==> src/rtl/alu_wb_if.sv <==
// Handshake bundle between the ALU result side, the register-file write port
// and the status outputs of the writeback serializer.
interface alu_wb_if #(
   parameter int unsigned DEPTH = 2,
   parameter int unsigned AW    = 5
);
   localparam int unsigned OW = $clog2(DEPTH) + 1;

   logic          in_valid;
   logic          in_ready;
   logic [63:0]   in_result;
   logic          in_wide;
   logic [AW-1:0] in_rd;
   logic [3:0]    in_flags;
   logic          wb_valid;
   logic          wb_ready;
   logic [31:0]   wb_data;
   logic [AW-1:0] wb_rd;
   logic          wb_last;
   logic [3:0]    flags_q;
   logic [OW-1:0] occupancy;

   modport slave (
      input  in_valid, in_result, in_wide, in_rd, in_flags, wb_ready,
      output in_ready, wb_valid, wb_data, wb_rd, wb_last, flags_q, occupancy
   );

   modport master (
      output in_valid, in_result, in_wide, in_rd, in_flags, wb_ready,
      input  in_ready, wb_valid, wb_data, wb_rd, wb_last, flags_q, occupancy
   );
endinterface

==> src/rtl/alu_wb_serializer.sv <==
// ALU writeback stage: buffers results in a small FIFO and serialises them onto
// a 32-bit register-file write port (wide products as two beats rd, rd+1).
module alu_wb_serializer #(
   parameter int unsigned DEPTH = 2,
   parameter int unsigned AW    = 5
) (
   input  logic     clk,
   input  logic     rst,
   alu_wb_if.slave  bus
);
   localparam int unsigned PW = $clog2(DEPTH);
   localparam int unsigned OW = PW + 1;

   typedef enum logic {LO = 1'b0, HI = 1'b1} beat_t;

   typedef struct packed {
      logic [63:0]   result;
      logic          wide;
      logic [AW-1:0] rd;
      logic [3:0]    flags;
   } entry_t;

   entry_t        mem_q [DEPTH];
   entry_t        in_entry;
   logic [PW-1:0] wr_ptr_q, wr_ptr_d, rd_ptr_q, rd_ptr_d;
   logic [OW-1:0] occ_q, occ_d;
   beat_t         state_q, state_d;
   logic [3:0]    flags_r, flags_d;
   logic          in_ready_q, in_ready_d;
   logic          wb_valid_q, wb_valid_d;
   logic          wb_last_q, wb_last_d;
   logic [31:0]   wb_data_q, wb_data_d;
   logic [AW-1:0] wb_rd_q, wb_rd_d;
   logic          head_wide;
   logic [3:0]    head_flags;
   logic [63:0]   nh_result;
   logic          nh_wide;
   logic [AW-1:0] nh_rd;
   logic          push, hs, pop;

   // Narrow results drop the upper half so stale bits never reach a HI beat.
   always_comb begin
      in_entry.result = bus.in_wide ? bus.in_result : {32'd0, bus.in_result[31:0]};
      in_entry.wide   = bus.in_wide;
      in_entry.rd     = bus.in_rd;
      in_entry.flags  = bus.in_flags;
   end

   assign head_wide  = mem_q[rd_ptr_q].wide;
   assign head_flags = mem_q[rd_ptr_q].flags;

   assign push = bus.in_valid && in_ready_q;
   assign hs   = wb_valid_q && bus.wb_ready;
   assign pop  = hs && wb_last_q;

   // Next-state logic; all port outputs are precomputed here and registered.
   always_comb begin
      state_d    = state_q;
      wr_ptr_d   = wr_ptr_q;
      rd_ptr_d   = rd_ptr_q;
      occ_d      = occ_q;
      flags_d    = flags_r;
      wb_valid_d = 1'b0;
      wb_last_d  = 1'b0;
      wb_data_d  = 32'd0;
      wb_rd_d    = '0;

      if (hs) begin
         if (state_q == LO) state_d = head_wide ? HI : LO;
         else               state_d = LO;
      end

      if (push) wr_ptr_d = wr_ptr_q + PW'(1);
      if (pop) begin
         rd_ptr_d = rd_ptr_q + PW'(1);
         flags_d  = head_flags;
      end

      if (push && !pop)      occ_d = occ_q + OW'(1);
      else if (pop && !push) occ_d = occ_q - OW'(1);

      in_ready_d = (occ_d != OW'(DEPTH));

      // The head after this edge is either the slot being written now or old contents.
      if (push && (wr_ptr_q == rd_ptr_d)) begin
         nh_result = in_entry.result;
         nh_wide   = in_entry.wide;
         nh_rd     = in_entry.rd;
      end else begin
         nh_result = mem_q[rd_ptr_d].result;
         nh_wide   = mem_q[rd_ptr_d].wide;
         nh_rd     = mem_q[rd_ptr_d].rd;
      end

      if (occ_d != OW'(0)) begin
         wb_valid_d = 1'b1;
         if (state_d == HI) begin
            wb_data_d = nh_result[63:32];
            wb_rd_d   = AW'(nh_rd + AW'(1));
            wb_last_d = 1'b1;
         end else begin
            wb_data_d = nh_result[31:0];
            wb_rd_d   = nh_rd;
            wb_last_d = !nh_wide;
         end
      end
   end

   always_ff @(posedge clk or posedge rst) begin
      if (rst) begin
         for (int i = 0; i < int'(DEPTH); i++) mem_q[i] <= '0;
         state_q    <= LO;
         wr_ptr_q   <= '0;
         rd_ptr_q   <= '0;
         occ_q      <= '0;
         flags_r    <= 4'd0;
         in_ready_q <= 1'b1;
         wb_valid_q <= 1'b0;
         wb_last_q  <= 1'b0;
         wb_data_q  <= 32'd0;
         wb_rd_q    <= '0;
      end else begin
         if (push) mem_q[wr_ptr_q] <= in_entry;
         state_q    <= state_d;
         wr_ptr_q   <= wr_ptr_d;
         rd_ptr_q   <= rd_ptr_d;
         occ_q      <= occ_d;
         flags_r    <= flags_d;
         in_ready_q <= in_ready_d;
         wb_valid_q <= wb_valid_d;
         wb_last_q  <= wb_last_d;
         wb_data_q  <= wb_data_d;
         wb_rd_q    <= wb_rd_d;
      end
   end

   assign bus.in_ready  = in_ready_q;
   assign bus.wb_valid  = wb_valid_q;
   assign bus.wb_last   = wb_last_q;
   assign bus.wb_data   = wb_data_q;
   assign bus.wb_rd     = wb_rd_q;
   assign bus.flags_q   = flags_r;
   assign bus.occupancy = occ_q;
endmodule

==> src/flat_wrapper.sv <==
// flat-port wrapper written by rule: the top's interface ports become plain ports
module alu_wb_serializer_flat 
#(
   parameter int unsigned DEPTH = 2,
   parameter int unsigned AW    = 5
)
  (clk, rst, bus_in_valid, bus_in_result, bus_in_wide, bus_in_rd, bus_in_flags, bus_wb_ready, bus_in_ready, bus_wb_valid, bus_wb_data, bus_wb_rd, bus_wb_last, bus_flags_q, bus_occupancy);
  alu_wb_if #(.DEPTH(DEPTH), .AW(AW)) bus_i ();
  input  logic clk;
  input  logic rst;
  input wire logic [$bits(bus_i.in_valid)-1:0] bus_in_valid;
  input wire logic [$bits(bus_i.in_result)-1:0] bus_in_result;
  input wire logic [$bits(bus_i.in_wide)-1:0] bus_in_wide;
  input wire logic [$bits(bus_i.in_rd)-1:0] bus_in_rd;
  input wire logic [$bits(bus_i.in_flags)-1:0] bus_in_flags;
  input wire logic [$bits(bus_i.wb_ready)-1:0] bus_wb_ready;
  output wire logic [$bits(bus_i.in_ready)-1:0] bus_in_ready;
  output wire logic [$bits(bus_i.wb_valid)-1:0] bus_wb_valid;
  output wire logic [$bits(bus_i.wb_data)-1:0] bus_wb_data;
  output wire logic [$bits(bus_i.wb_rd)-1:0] bus_wb_rd;
  output wire logic [$bits(bus_i.wb_last)-1:0] bus_wb_last;
  output wire logic [$bits(bus_i.flags_q)-1:0] bus_flags_q;
  output wire logic [$bits(bus_i.occupancy)-1:0] bus_occupancy;
  assign bus_i.in_valid = bus_in_valid;
  assign bus_i.in_result = bus_in_result;
  assign bus_i.in_wide = bus_in_wide;
  assign bus_i.in_rd = bus_in_rd;
  assign bus_i.in_flags = bus_in_flags;
  assign bus_i.wb_ready = bus_wb_ready;
  assign bus_in_ready = bus_i.in_ready;
  assign bus_wb_valid = bus_i.wb_valid;
  assign bus_wb_data = bus_i.wb_data;
  assign bus_wb_rd = bus_i.wb_rd;
  assign bus_wb_last = bus_i.wb_last;
  assign bus_flags_q = bus_i.flags_q;
  assign bus_occupancy = bus_i.occupancy;
  alu_wb_serializer #(.DEPTH(DEPTH), .AW(AW)) u_core (.clk(clk), .rst(rst), .bus(bus_i));
endmodule
==> config.mk <==
export PLATFORM = sky130hd
export DESIGN_NAME = alu_wb_serializer_flat
export DESIGN_NICKNAME = d
export VERILOG_FILES = /design/src/rtl/alu_wb_if.sv /design/src/rtl/alu_wb_serializer.sv /design/src/flat_wrapper.sv
export SDC_FILE = /design/constraint.sdc
export NUM_CORES = 1
export LEC_CHECK = 0
export CAP_MARGIN = 20
export CORE_ASPECT_RATIO = 1.5
export CORE_MARGIN = 5
export CORE_UTILIZATION = 40
export CTS_BUF_LIST = sky130_fd_sc_hd__clkbuf_8 sky130_fd_sc_hd__clkbuf_16
export CTS_CLUSTER_SIZE = 12
export DETAILED_ROUTE_END_ITERATION = 10
export PLACE_DENSITY = 0.71
export SETUP_SLACK_MARGIN = 0.2
export SLEW_MARGIN = 10
export SYNTH_ARGS = -nofsm -noshare
export SYNTH_HDL_FRONTEND = slang
export SYNTH_SLANG_ARGS = --single-unit
==> constraint.sdc <==
create_clock -name clk -period 6.3 [get_ports clk]
set_input_delay 1.26 -clock clk [delete_from_list [all_inputs] [get_ports clk]]
set_output_delay 1.26 -clock clk [all_outputs]
set_load 0.005 [all_outputs]
# --- After elaboration in Yosys (flattened, before gate mapping) ---
# Index checks and enable logic that the tools add are counted.
totals:
  reg_bits: 197
  input_bits: 78
  out_inout_bits: 46
  elab_cells: 69
op_classes:
  n_addsub: 5
  magnitude_cmp: 4
  n_eq_ne: 2
  muxes: 26
  bitwise: 3
  reduce_logical: 11
ops:
  columns: ["cell", "count"]
  rows:
  - ["2-to-1 mux 74 bit", 4]
  - ["bitwise mux 148 bit", 1]
  - ["2-to-1 mux 64 bit", 2]
  - ["demux 74 bit (select 1 bit)", 1]
  - ["2-to-1 mux 32 bit", 2]
  - ["2-to-1 mux 10 bit", 3]
  - ["2-to-1 mux 5 bit", 3]
  - ["2-to-1 mux 1 bit", 8]
  - ["logical AND 1 bit", 7]
  - [">= comparator 2 bit, second input constant", 3]
  - ["NOT 1 -> 2 bit", 3]
  - ["adder 5 x 1 -> 5 bit, second input constant", 1]
  - ["2-to-1 mux 2 bit", 2]
  - ["zero test 1 bit", 3]
  - ["adder 1 bit, second input constant", 2]
  - ["adder 2 x 1 -> 2 bit, second input constant", 1]
  - ["< comparator 2 x 1 -> 1 bit, second input constant", 1]
  - ["inequality test 2 bit, second input constant", 1]
  - ["nonzero test 2 bit", 1]
  - ["subtractor 2 x 1 -> 2 bit, second input constant", 1]
  - ["equality test 1 bit", 1]

# --- Longest topological paths before layout ---
logic_depth:
  ltp_word: 11
  depth_mapped: 9

# --- Least setup slack after synthesis ---
# No wires, ideal clock.
synth_path:
  kind: "input to register"
  start: "in bus_wb_ready"
  end: "reg u_core.wb_rd_q[4], in the netlist u_core.bus.wb_rd[4]"
  setup_time_ns: 0.086
  arrival_ns: 2.677
  setup_slack_ns: 3.537
  path_stages: 9
  path_cell_list: "nand3_2 > xor2_4 > inv_4 > mux2_2 > ha_1 > nand2_1 > a21oi_1 > and3_1 > nor3_1"
synth_between:
  elab_chain_cells: 11
  elab_cells_between_ends: 20
  cone_classes: "add/sub (1); eq/ne (1); mux (10); bitwise (1); reduce/logical (7)"
synth_lines:
  columns: ["element", "line_no", "text"]
  rows:
  - ["start: declaration", "flat_wrapper.sv:16", "input wire logic [$bits(bus_i.wb_ready)-1:0] bus_wb_ready;"]
  - ["logical AND 1 bit *", "alu_wb_serializer.sv:53", "assign hs = wb_valid_q && bus.wb_ready;"]
  - ["logical AND 1 bit", "alu_wb_serializer.sv:54", "assign pop = hs && wb_last_q;"]
  - ["2-to-1 mux 1 bit", "alu_wb_serializer.sv:74", "if (pop) begin"]
  - ["NOT 1 -> 2 bit (implied by the code)", "alu_wb_serializer.sv:92", "nh_rd = mem_q[rd_ptr_d].rd;"]
  - ["2-to-1 mux 74 bit (3 in series)", null, null]
  - ["2-to-1 mux 5 bit", "alu_wb_serializer.sv:85", "if (push && (wr_ptr_q == rd_ptr_d)) begin"]
  - ["adder 5 x 1 -> 5 bit", "alu_wb_serializer.sv:99", "wb_rd_d = AW'(nh_rd + AW'(1));"]
  - ["2-to-1 mux 5 bit", "alu_wb_serializer.sv:97", "if (state_d == HI) begin"]
  - ["2-to-1 mux 5 bit *", "alu_wb_serializer.sv:95", "if (occ_d != OW'(0)) begin"]
  - ["via u_core.wb_rd_d[4]", "alu_wb_serializer.sv:33", "logic [AW-1:0] wb_rd_q, wb_rd_d;"]
  - ["end signal: assignment", "alu_wb_serializer.sv:133", "wb_rd_q <= wb_rd_d;"]
  - ["end: declaration", "alu_wb_serializer.sv:33", null]
# Mark *: on every way through the listed nets, which the timed path passes. The rest lies on a longest branch. The select of a mux whose other input is x is not followed.
# A chain may end at the register's enable or synchronous reset.

# --- Final worst setup path ---
layout_path:
  start: "in bus_wb_ready"
  end: "reg u_core.wb_data_q[24], in the netlist u_core.bus.wb_data[24]"
layout_between:
  elab_chain_cells: 10
  elab_cells_between_ends: 19
  cone_classes: "eq/ne (1); mux (10); bitwise (1); reduce/logical (7)"
layout_lines:
  columns: ["element", "line_no", "text"]
  rows:
  - ["logical AND 1 bit *", "alu_wb_serializer.sv:53", null]
  - ["logical AND 1 bit", "alu_wb_serializer.sv:54", null]
  - ["2-to-1 mux 1 bit", "alu_wb_serializer.sv:74", null]
  - ["NOT 1 -> 2 bit (implied by the code)", "alu_wb_serializer.sv:90", "nh_result = mem_q[rd_ptr_d].result;"]
  - ["2-to-1 mux 74 bit (implied by the code) (3 in series)", "alu_wb_serializer.sv:90", null]
  - ["2-to-1 mux 64 bit", "alu_wb_serializer.sv:85", null]
  - ["2-to-1 mux 32 bit", "alu_wb_serializer.sv:97", null]
  - ["2-to-1 mux 32 bit *", "alu_wb_serializer.sv:95", null]
  - ["via u_core.wb_data_d[24]", "alu_wb_serializer.sv:32", "logic [31:0] wb_data_q, wb_data_d;"]
  - ["end signal: assignment", "alu_wb_serializer.sv:132", "wb_data_q <= wb_data_d;"]
  - ["end: declaration", "alu_wb_serializer.sv:32", null]
# Marks and branches as above.

==> flow_summary.ini <==
[placement]
hpwl_um = 12900
dp_slack_ns = 2.00
place_congestion = 0.740
dpl-instance-area_mm2 = 0.0103
portBuffers = 123
dp_cells = 1243

[sta]
finalCriticalPeriod_ns = 3.83
fin_skew_ns = 0.0104
final_hold_viol_count = 0
final-setup-viol-count = 0
period_share = 0.608
slew-limit-headroom = 0.266
setup_ws_ns = 2.47
rsz0062_at_grt = no
drv_slew = 0
timing.fmax_mhz = 261
tns_ns = 0
worstMarginPinSlew_ns = 1.10
hold_ws_ns = 0.481

[clock_tree]
numCtsBuffers = 17
ctsRootBufferMaster = clkbuf_16
htreeDepth = 4
cts-hold-fix-buffers = 0
cts_buffer_depth = 2
cts_tree = yes
postCtsSetupBuffers = 0
post_cts_resized = 0
clock_sinks = 197
path_clk_slew_ns = 0.07
clock_latency_ns = 0.44

[synth]
synth_area_mm2 = 0.00891
synth_commonest_cells = 236 x nand2_1, 196 x dfrtp_1, 84 x mux2_2, 72 x o21ai_0, 68 x a21oi_1
syn-instance-count = 903
synth_seq_area_share = 0.554
synth_nets = 982
ys.flop_type = dfrtp_1
yosys_warnings = 0
yosys_register_bits = 197
yosysMostFrequentCell = nand2_1
yosys.area.top_type_share = 0.551
synth_top_area_cell = dfrtp_1
synth.avg_cell_area_um2 = 9.86
synth.area.top_cells = dfrtp_1 55%, mux2_2 11%, nand2_1 9.9%
synth_edf_count = 0
async_flop_share = 1.00
synth_cell_types = 38

[grt]
grt_use_met1 = 0.217
overflow = 0
antenna_found_initial = 1
grt_pass1_vias = 6949
grt_pass1_wl_um = 35900
use_met2 = 0.307
grt_max_degree = 198
track_usage = 0.174
busiest_layer = met2
grt_use_met3 = 0.0373

[power_and_ir_drop]
p_switching_mw = 2.34
p_int_mw = 3.65
power.density_mw_per_mm2 = 553
worst_ir_drop_vdd_mv = 0.588
comb_power_share = 0.459
seqPwrFrac = 0.372
power.leakage_nw = 4.63
sw_frac_of_total = 0.390
clockPowerShare = 0.169

[setup_path]
cp.required_ns = 6.62
endpoint = u_core.bus.wb_data[24]
critPathCaptureType = flip-flop
critPathLaunchType = input port
crit_type = in2reg
arrival_ns = 4.15
startpoint = bus_wb_ready
rr_worst_depth = 8
r2r_setup_slack_ns = 3.36
r2r-start = u_core.bus.in_ready
worst-path-max-fanout = 73
r2r_end = u_core.bus.wb_rd[4]

[die]
start_util = 0.402
ioPinCount = 124
die_h_um = 193
rows = 67
core_area_mm2 = 0.0221
fp.dieArea_mm2 = 0.0254
die_w_um = 132

[final_layout]
instances_no_fill = 1275
seq_area_mm2 = 0.00493
antenna_cells = 0
drive_gt1_frac = 0.141
nNetsFinal = 1065
multi_input_area_mm2 = 0.00367
fin_area_mm2 = 0.0108
area_delta_synth_final_pct = 21.5
fillers = 2119

[flow_run]
maxCapViolCount = 0

[drt]
wl_per_cell_um = 16.9
first_pass_iters = 4
routed_wl_um = 21600
num_vias = 6739
ant_nets = 0
vias_per_cell = 5.29
drc_errors = 0
drt_iter0_markers = 502

[outcome]
outcome = complete, no violations

[hold_path]
min_path_type = reg2reg
==> how the worst min path moves through the flow <==
stage	startpoint	to	slack [ns]	cells past startpoint
2_1_floorplan	u_core.mem_q[116]	u_core.mem_q[116]	0.45	2
3_3_place_gp	u_core.mem_q[73]	u_core.mem_q[73]	0.46	2
3_5_place_dp	u_core.mem_q[42]	u_core.mem_q[42]	0.47	2
4_1_cts	u_core.mem_q[72]	u_core.mem_q[72]	0.49	2
5_1_grt	u_core.mem_q[145]	u_core.mem_q[145]	0.50	2
6_report	u_core.mem_q[118]	u_core.mem_q[118]	0.48	2
==> logic make-up (layout without fill, tap and decap cells) <==
logic type / after synthesis / after routing / share of synthesized area
AO/OA/AOI/OAI: 175 / 175 / 0.112
XOR/XNOR: 7 / 7 / 0.00899
adder cells (fa/ha/maj): 1 / 1 / 0.00140
buffers and inverters: 74 / 170 / 0.0376
flip-flops: 197 / 197 / 0.554
multiplexers: 98 / 98 / 0.122
AND/OR/NAND/NOR: 351 / 351 / 0.165
==> power groups by stage <==
stage | registers (mW) | clock network (mW) | logic (mW)
2_1_floorplan | 2.17 | 0 | 1.99
3_3_place_gp | 2.23 | 0 | 2.70
3_5_place_dp | 2.25 | 0 | 2.78
4_1_cts | 2.23 | 1.04 | 2.79
5_1_grt | 2.30 | 1.09 | 3.09
6_report | 2.23 | 1.01 | 2.75
==> stage by stage <==
stage          utilization  power [mW]
2_1_floorplan            -        4.16
3_5_place_dp         0.465        5.03
6_report             0.489        5.99
5_1_grt              0.489        6.48
3_3_place_gp         0.465        4.93
4_1_cts              0.489        6.06
==> critical path, stage by stage <==
cell and delay [ns]:
clkdlybuf4s50_1 0.51, nand3_2 0.28, xor2_4 0.26, inv_4 0.67, mux2i_4 0.35, buf_4 0.42
a21oi_1 0.08, a211oi_1 0.28
==> metal layers <==
metal | vias to the layer above | part of all wire
met5 | - | 0.00032
met4 | 2 | 0.012
met3 | 18 | 0.038
met2 | 121 | 0.52
met1 | 3375 | 0.43
li1 | 3223 | -
==> area by class of cell <==
class	instances	area share
clock buffer	18	0.0406
clock inverter	14	0.00937
inverter	7	0.00301
multi-input combinational	632	0.339
sequential	197	0.456
tap	276	0.0319
timing repair buffer	131	0.120
==> state kept, by name, summed over array words and instances (netlist names) <==
signal and count:
u_core.mem_q 148, u_core.state_q 1, u_core.wr_ptr_q 1, u_core.bus.occupancy 2, u_core.bus.wb_last 1, u_core.rd_ptr_q 1, u_core.bus.wb_valid 1, u_core.bus.wb_rd 5
u_core.bus.in_ready 1, u_core.bus.wb_data 32, u_core.bus.flags_q 4
==> cell usage in the layout, fill, tap and decap left out, types with 3 or more instances in the layout <==
cell | netlist | layout
a21oi_1 | 68 | 68
clkinvlp_4 | 0 | 4
inv_6 | 0 | 7
inv_1 | 5 | 6
o21ai_0 | 72 | 72
clkdlybuf4s50_1 | 0 | 122
nand3_1 | 65 | 65
a211oi_2 | 6 | 6
xor2_1 | 3 | 3
buf_4 | 5 | 7
nand2_1 | 236 | 236
mux2_2 | 84 | 84
dfrtp_1 | 196 | 196
a211oi_1 | 26 | 26
mux2i_1 | 14 | 13
nor2_1 | 37 | 37
xnor2_1 | 3 | 3
clkbuf_16 | 0 | 17
Power figures use the tool's default switching activity.
